$ cat config.mk
export PLATFORM = sky130hd
export DESIGN_NAME = mmio_button_bridge
export DESIGN_NICKNAME = d
export VERILOG_FILES = /design/src/rtl/mmio_pkg.sv /design/src/rtl/mmio_out_fifo.sv /design/src/rtl/mmio_button_bridge.sv
export SDC_FILE = /design/constraint.sdc
export NUM_CORES = 1
export LEC_CHECK = 0
export CORE_ASPECT_RATIO = 1.1
export CORE_UTILIZATION = 43
export CTS_CLUSTER_DIAMETER = 30
export DETAILED_ROUTE_END_ITERATION = 8
export PLACE_DENSITY = 0.73
export RECOVER_POWER = 50
export SYNTH_ARGS = -nofsm -noshare
export SYNTH_HDL_FRONTEND = slang
export SYNTH_SLANG_ARGS = --single-unit
$ cat constraint.sdc
create_clock -name clock -period 3.3 [get_ports clock]
set_input_delay 0.825 -clock clock [delete_from_list [all_inputs] [get_ports clock]]
set_output_delay 0.825 -clock clock [all_outputs]
set_load 0.02 [all_outputs]
$ cat src/rtl/mmio_pkg.sv
// Shared address map and button bit positions for the MMIO button bridge.
package mmio_pkg;

  localparam logic [31:0] ADDR_BTNC = 32'd1000;
  localparam logic [31:0] ADDR_OUT  = 32'd2000;
  localparam logic [31:0] ADDR_BTNL = 32'd3000;
  localparam logic [31:0] ADDR_BTNR = 32'd4000;
  localparam logic [31:0] ADDR_BTNU = 32'd5000;
  localparam logic [31:0] ADDR_BTND = 32'd6000;

  localparam int NUM_BTN = 5;
  localparam int BTN_C   = 0;
  localparam int BTN_L   = 1;
  localparam int BTN_R   = 2;
  localparam int BTN_U   = 3;
  localparam int BTN_D   = 4;

endpackage

$ cat src/rtl/mmio_out_fifo.sv
// Small synchronous FIFO feeding the VGA controller; head word is presented
// combinationally and reads as zero while empty.
module mmio_out_fifo #(
  parameter int WIDTH = 32,
  parameter int DEPTH = 4
) (
  input  logic             clock,
  input  logic             reset,
  input  logic             push,
  input  logic [WIDTH-1:0] din,
  input  logic             pop,
  output logic [WIDTH-1:0] dout,
  output logic             empty,
  output logic             full
);

  localparam int PW = $clog2(DEPTH);
  localparam logic [PW:0] FULL_CNT = (PW+1)'(DEPTH);

  logic [WIDTH-1:0] mem [DEPTH];
  logic [PW-1:0]    wr_ptr;
  logic [PW-1:0]    rd_ptr;
  logic [PW:0]      count;
  logic             do_push;
  logic             do_pop;

  assign empty   = (count == '0);
  assign full    = (count == FULL_CNT);
  assign do_pop  = pop & ~empty;
  // A pop in the same cycle frees the slot the push lands in.
  assign do_push = push & (~full | do_pop);
  assign dout    = empty ? '0 : mem[rd_ptr];

  always_ff @(posedge clock) begin
    if (do_push) mem[wr_ptr] <= din;
  end

  always_ff @(posedge clock or posedge reset) begin
    if (reset) begin
      wr_ptr <= '0;
      rd_ptr <= '0;
      count  <= '0;
    end else begin
      if (do_push) wr_ptr <= wr_ptr + 1'b1;
      if (do_pop)  rd_ptr <= rd_ptr + 1'b1;
      case ({do_push, do_pop})
        2'b10:   count <= count + 1'b1;
        2'b01:   count <= count - 1'b1;
        default: count <= count;
      endcase
    end
  end

endmodule

$ cat src/rtl/mmio_button_bridge.sv
// Data-memory MMIO bridge: routes stores to RAM or the VGA FIFO and serves
// sticky button events through a fixed one-cycle load path.
module mmio_button_bridge
  import mmio_pkg::*;
#(
  parameter int FIFO_DEPTH = 4
) (
  input  logic               clock,
  input  logic               reset,
  input  logic [31:0]        address_dmem,
  input  logic               wren,
  input  logic [31:0]        data,
  output logic [31:0]        q_dmem,
  input  logic [31:0]        ram_dataOut,
  output logic               ram_wEn,
  input  logic [NUM_BTN-1:0] btn_in,
  output logic [NUM_BTN-1:0] btn_pending,
  output logic [31:0]        vga_data,
  output logic               vga_valid,
  input  logic               vga_ready,
  output logic               out_overflow
);

  logic [NUM_BTN-1:0] btn_sel;
  logic [NUM_BTN-1:0] btn_q;
  logic [NUM_BTN-1:0] btn_rise;
  logic [NUM_BTN-1:0] btn_clr;
  logic               is_out;
  logic               is_btn;
  logic               is_mmio;
  logic               rd_ram;
  logic               rd_bit;
  logic               push;
  logic               pop;
  logic               fifo_empty;
  logic               fifo_full;

  always_comb begin
    btn_sel        = '0;
    btn_sel[BTN_C] = (address_dmem == ADDR_BTNC);
    btn_sel[BTN_L] = (address_dmem == ADDR_BTNL);
    btn_sel[BTN_R] = (address_dmem == ADDR_BTNR);
    btn_sel[BTN_U] = (address_dmem == ADDR_BTNU);
    btn_sel[BTN_D] = (address_dmem == ADDR_BTND);
  end

  assign is_out   = (address_dmem == ADDR_OUT);
  assign is_btn   = |btn_sel;
  assign is_mmio  = is_out | is_btn;
  assign ram_wEn  = wren & ~is_mmio;
  assign btn_rise = btn_in & ~btn_q;
  assign btn_clr  = wren ? '0 : btn_sel;

  always_ff @(posedge clock or posedge reset) begin
    if (reset) begin
      btn_q        <= '0;
      btn_pending  <= '0;
      rd_ram       <= 1'b0;
      rd_bit       <= 1'b0;
      out_overflow <= 1'b0;
    end else begin
      btn_q        <= btn_in;
      // A new press wins over a clearing read in the same cycle.
      btn_pending  <= (btn_pending & ~btn_clr) | btn_rise;
      rd_ram       <= ~is_mmio;
      rd_bit       <= |(btn_pending & btn_sel);
      if (push & fifo_full & ~pop) out_overflow <= 1'b1;
    end
  end

  assign q_dmem = rd_ram ? ram_dataOut : {31'b0, rd_bit};

  assign push      = wren & is_out;
  assign pop       = vga_valid & vga_ready;
  assign vga_valid = ~fifo_empty;

  mmio_out_fifo #(
    .WIDTH(32),
    .DEPTH(FIFO_DEPTH)
  ) u_out_fifo (
    .clock(clock),
    .reset(reset),
    .push (push),
    .din  (data),
    .pop  (pop),
    .dout (vga_data),
    .empty(fifo_empty),
    .full (fifo_full)
  );

endmodule
==> flow_summary_export.csv <==
group,metric,value,unit
die,die_area,0.01513,mm^2
sta,timing.slew.headroom,0.4624,
pwr,p_clk_frac,0.450,
worst_setup_path,cp.arrival,2.51,ns
cells_and_area,final_util,0.6482,
clock_tree,cts_tree,"built",
cells_and_area,multi_input_area,0.001883,mm^2
outcome,violations,"negative setup slack",
route,ant_nets,0,
die,die_x,117.4,um
outcome,outcome,"complete, but fails checks",
sta,hold_ws,0.4239,ns
job,max_cap_viol_count,0,
clock_tree,ctsHoldBuffers,0,
route,dr_total_vias,4168,
clock_tree,clk_latency,0.41,ns
cells_and_area,final_layout_size_suffix_gt1_frac,0.2313,
global_routing,antenna_found_initial,2,
sta,setup_tns,-0.03851,ns
die,core_region_area,0.01433,mm^2
route,vias_per_cell,5.158,
synthesis,postSynthAreaPerCell,16.79,um^2
clock_tree,numCtsBuffers,17,
route,drt-initial-drc-count,133,
pwr,switching_power,0.0008558,W
cells_and_area,nFillCells,1020,
placement,dp_hpwl,10110,um
pwr,irDropWorstVdd,0.0003748,V
clock_tree,clockBufferDepth,2,
sta,setup_ws,-0.03851,ns
pwr,internal_power,0.003314,W
worst_setup_path,critPathKind,"in2out",
synthesis,ys.flop_type,"edfxtp_1",
clock_tree,cts_max_level,4,
sta,rsz0062_at_grt,"yes",
route,routed_wl,14430,um
placement,portBuffers,176,
route,wl_per_cell,17.86,um
cells_and_area,seqCellArea,0.004349,mm^2
sta,hold_viol,0,
global_routing,grt_pass1_vias,4468,
sta,fin_crit,3.339,ns
die,ios,177,
pwr,p_sw_frac,0.2053,
pwr,leakage,3.227,nW
sta,fin_crit_sh,1.012,
clock_tree,cts.sinks,148,
global_routing,grt_max_degree,38,
synthesis,yosys_warnings,0,
synthesis,synthesis.area,0.006295,mm^2
sta,finClkSkew,0.009140,ns
sta,fmax,0.2995,GHz
synthesis,yosysUniqueCellTypes,45,
worst_setup_path,cp_max_fo,3,
global_routing,gr-usage-all-layers,0.1989,
sta,final_max_slew_viol_count,0,
synthesis,synth_nets,485,
placement,gp_congestion,0.8318,
worst_setup_path,cp_data_required_time,2.47,ns
clock_tree,root_buffer,"clkbuf_16",
cells_and_area,syn_to_final_growth,47.58,%
pwr,comb_power_share,0.062,
pwr,pwr-share-seq,0.488,
die,num_rows,46,
sta,setup-violations-final,1,
synthesis,ys_ff_latch,148,
global_routing,grt_pass1_wl,22630,um
synthesis,syn-instance-count,375,
global_routing,grt_overflow,0,
route,drc,0,
hold_path,hold_path.class,"reg2reg",
die,die_height,128.9,um
synthesis,async_flop_share,0.1351,
sta,tightest_slew,0.8056,ns
worst_setup_path,setup.worst_path.end_class,"output port",
clock_tree,clkTransAtPathRegs,0.06,ns
die,start_util,0.4392,
synthesis,synth_seq_area_share,0.6901,
cells_and_area,fin_nets,712,
worst_setup_path,start_kind,"primary input",
route,drt_pass1_iterations,4,
pwr,powerDensity,448.8,mW/mm^2
synthesis,synth-edff-count,128,
==> layout make-up <==
cell class              instances  area share
well taps                     192     0.02586
diodes                          2   0.0005387
flip-flops and latches        148      0.4681
inverters                      17    0.006869
repair buffers                225      0.2337
multi-input cells             193      0.2027
clock buffers                  18     0.04620
clock inverters                13     0.01603
==> power by group through the flow <==
| stage | Sequential [W] | Clock, W | Combinational [W] |
|---|---|---|---|
| floorplan | 0.00208 | 0 | 0.0000633 |
| global placement | 0.00208 | 0 | 0.000263 |
| detailed placement | 0.00208 | 0 | 0.000270 |
| CTS | 0.00204 | 0.00191 | 0.000268 |
| global route | 0.00204 | 0.00199 | 0.000274 |
| finish | 0.00204 | 0.00188 | 0.000258 |
==> final timing paths <==
kind                       depth (start not counted)  slack, ns                 from                   end
max                                                7      -0.04      address_dmem[0]               ram_wEn
min                                                1       0.42             btn_q[0]        btn_pending[0]
max reg2reg                                        8       0.80  u_out_fifo.count[0]   u_out_fifo.count[2]
min reg2reg                                        1       0.42             btn_q[0]        btn_pending[0]
max in group asynchronous                          2       1.70                reset  u_out_fifo.rd_ptr[0]
min in group asynchronous                          2       1.02                reset                rd_bit
==> placed cells by master (no fill, tap or decap), drive strengths merged, types with 9 or more instances in the layout <==
cell and n:
clkdlybuf4s50 104, clkbuf 23, mux4 32, dlygate4sd3 56
dlygate4sd2 9, dfrtp 20, and2 69, edfxtp 128
nand2 11, inv 22, buf 50
==> critical path, cell delays in order <==
cell and delay, ns:
buf_6 0.09, or4b_4 0.54, or4_4 0.44, o211ai_1 0.22, a32oi_1 0.11, and2_4 0.17
buf_6 0.12
==> per-stage QoR <==
step                      power, W  worst slack (ns)  instance area, um^2  std cells
final                     0.004170          -0.03851                 9290        808
after global routing      0.004297           -0.1017                 9290        808
after CTS                 0.004216          0.008598                 9265        804
after detailed placement  0.002346           -0.9950                 8657        771
after global placement    0.002338           -0.9456                 8657        771
after floorplan           0.002140          0.008801                 6311        375
==> what timing repair did <==
action	CTS	global route
buffers inserted	2	2
pin swaps	13	4
gates resized for setup	41	9
setup endpoints to repair	20	16
==> kinds of logic (layout without fill, tap and decap cells) <==
logic type / count (synthesis) / in the layout / share of synthesized area
multiplexers: 36 / 36 / 0.1212
adder cells (fa/ha/maj): 5 / 5 / 0.01113
AND/OR/NAND/NOR: 125 / 125 / 0.1232
AO/OA/AOI/OAI: 23 / 23 / 0.02723
other: 0 / 2 / 0
flip-flops: 148 / 148 / 0.6901
buffers and inverters: 34 / 273 / 0.02147
XOR/XNOR: 4 / 4 / 0.005565
==> layer usage <==
metal,global-route usage,routed length (um),up-vias
li1,-,-,1909
met1,0.2163,5454,2037
met2,0.3676,7711,198
met3,0.05585,1001,24
met4,0.07945,265,0
met5,0,0,-
==> synth_stat cells (2+ instances only) <==
library cell | count | area share
o22ai_1 | 3 | 0.0030
mux2i_1 | 2 | 0.0032
or3_1 | 3 | 0.0030
mux4_2 | 32 | 0.11
or4_1 | 4 | 0.0048
a32oi_1 | 2 | 0.0028
o21ai_0 | 4 | 0.0032
inv_1 | 17 | 0.010
nor3_1 | 5 | 0.0040
nand3b_1 | 2 | 0.0024
dfrtp_1 | 20 | 0.080
o31ai_1 | 2 | 0.0024
ha_1 | 4 | 0.0080
mux2_2 | 2 | 0.0036
xnor2_1 | 4 | 0.0056
clkbuf_1 | 13 | 0.0078
o41ai_1 | 3 | 0.0042
edfxtp_1 | 128 | 0.61
nand3_1 | 6 | 0.0048
a21oi_1 | 2 | 0.0016
buf_1 | 3 | 0.0018
nor4_1 | 6 | 0.0060
or2_2 | 3 | 0.0030
and2_1 | 69 | 0.069
nand2_1 | 11 | 0.0066
nor2_1 | 3 | 0.0018
nor3b_1 | 2 | 0.0024
or4_4 | 2 | 0.0036
o211ai_1 | 2 | 0.0024
==> sequential cells by signal, summed over array words and instances, names as in the netlist <==
register           flops
btn_pending            5
rd_ram                 1
out_overflow           1
btn_q                  5
u_out_fifo.rd_ptr      2
rd_bit                 1
u_out_fifo.mem       128
u_out_fifo.count       3
u_out_fifo.wr_ptr      2
No activity file was read; power rests on OpenSTA's default activity.
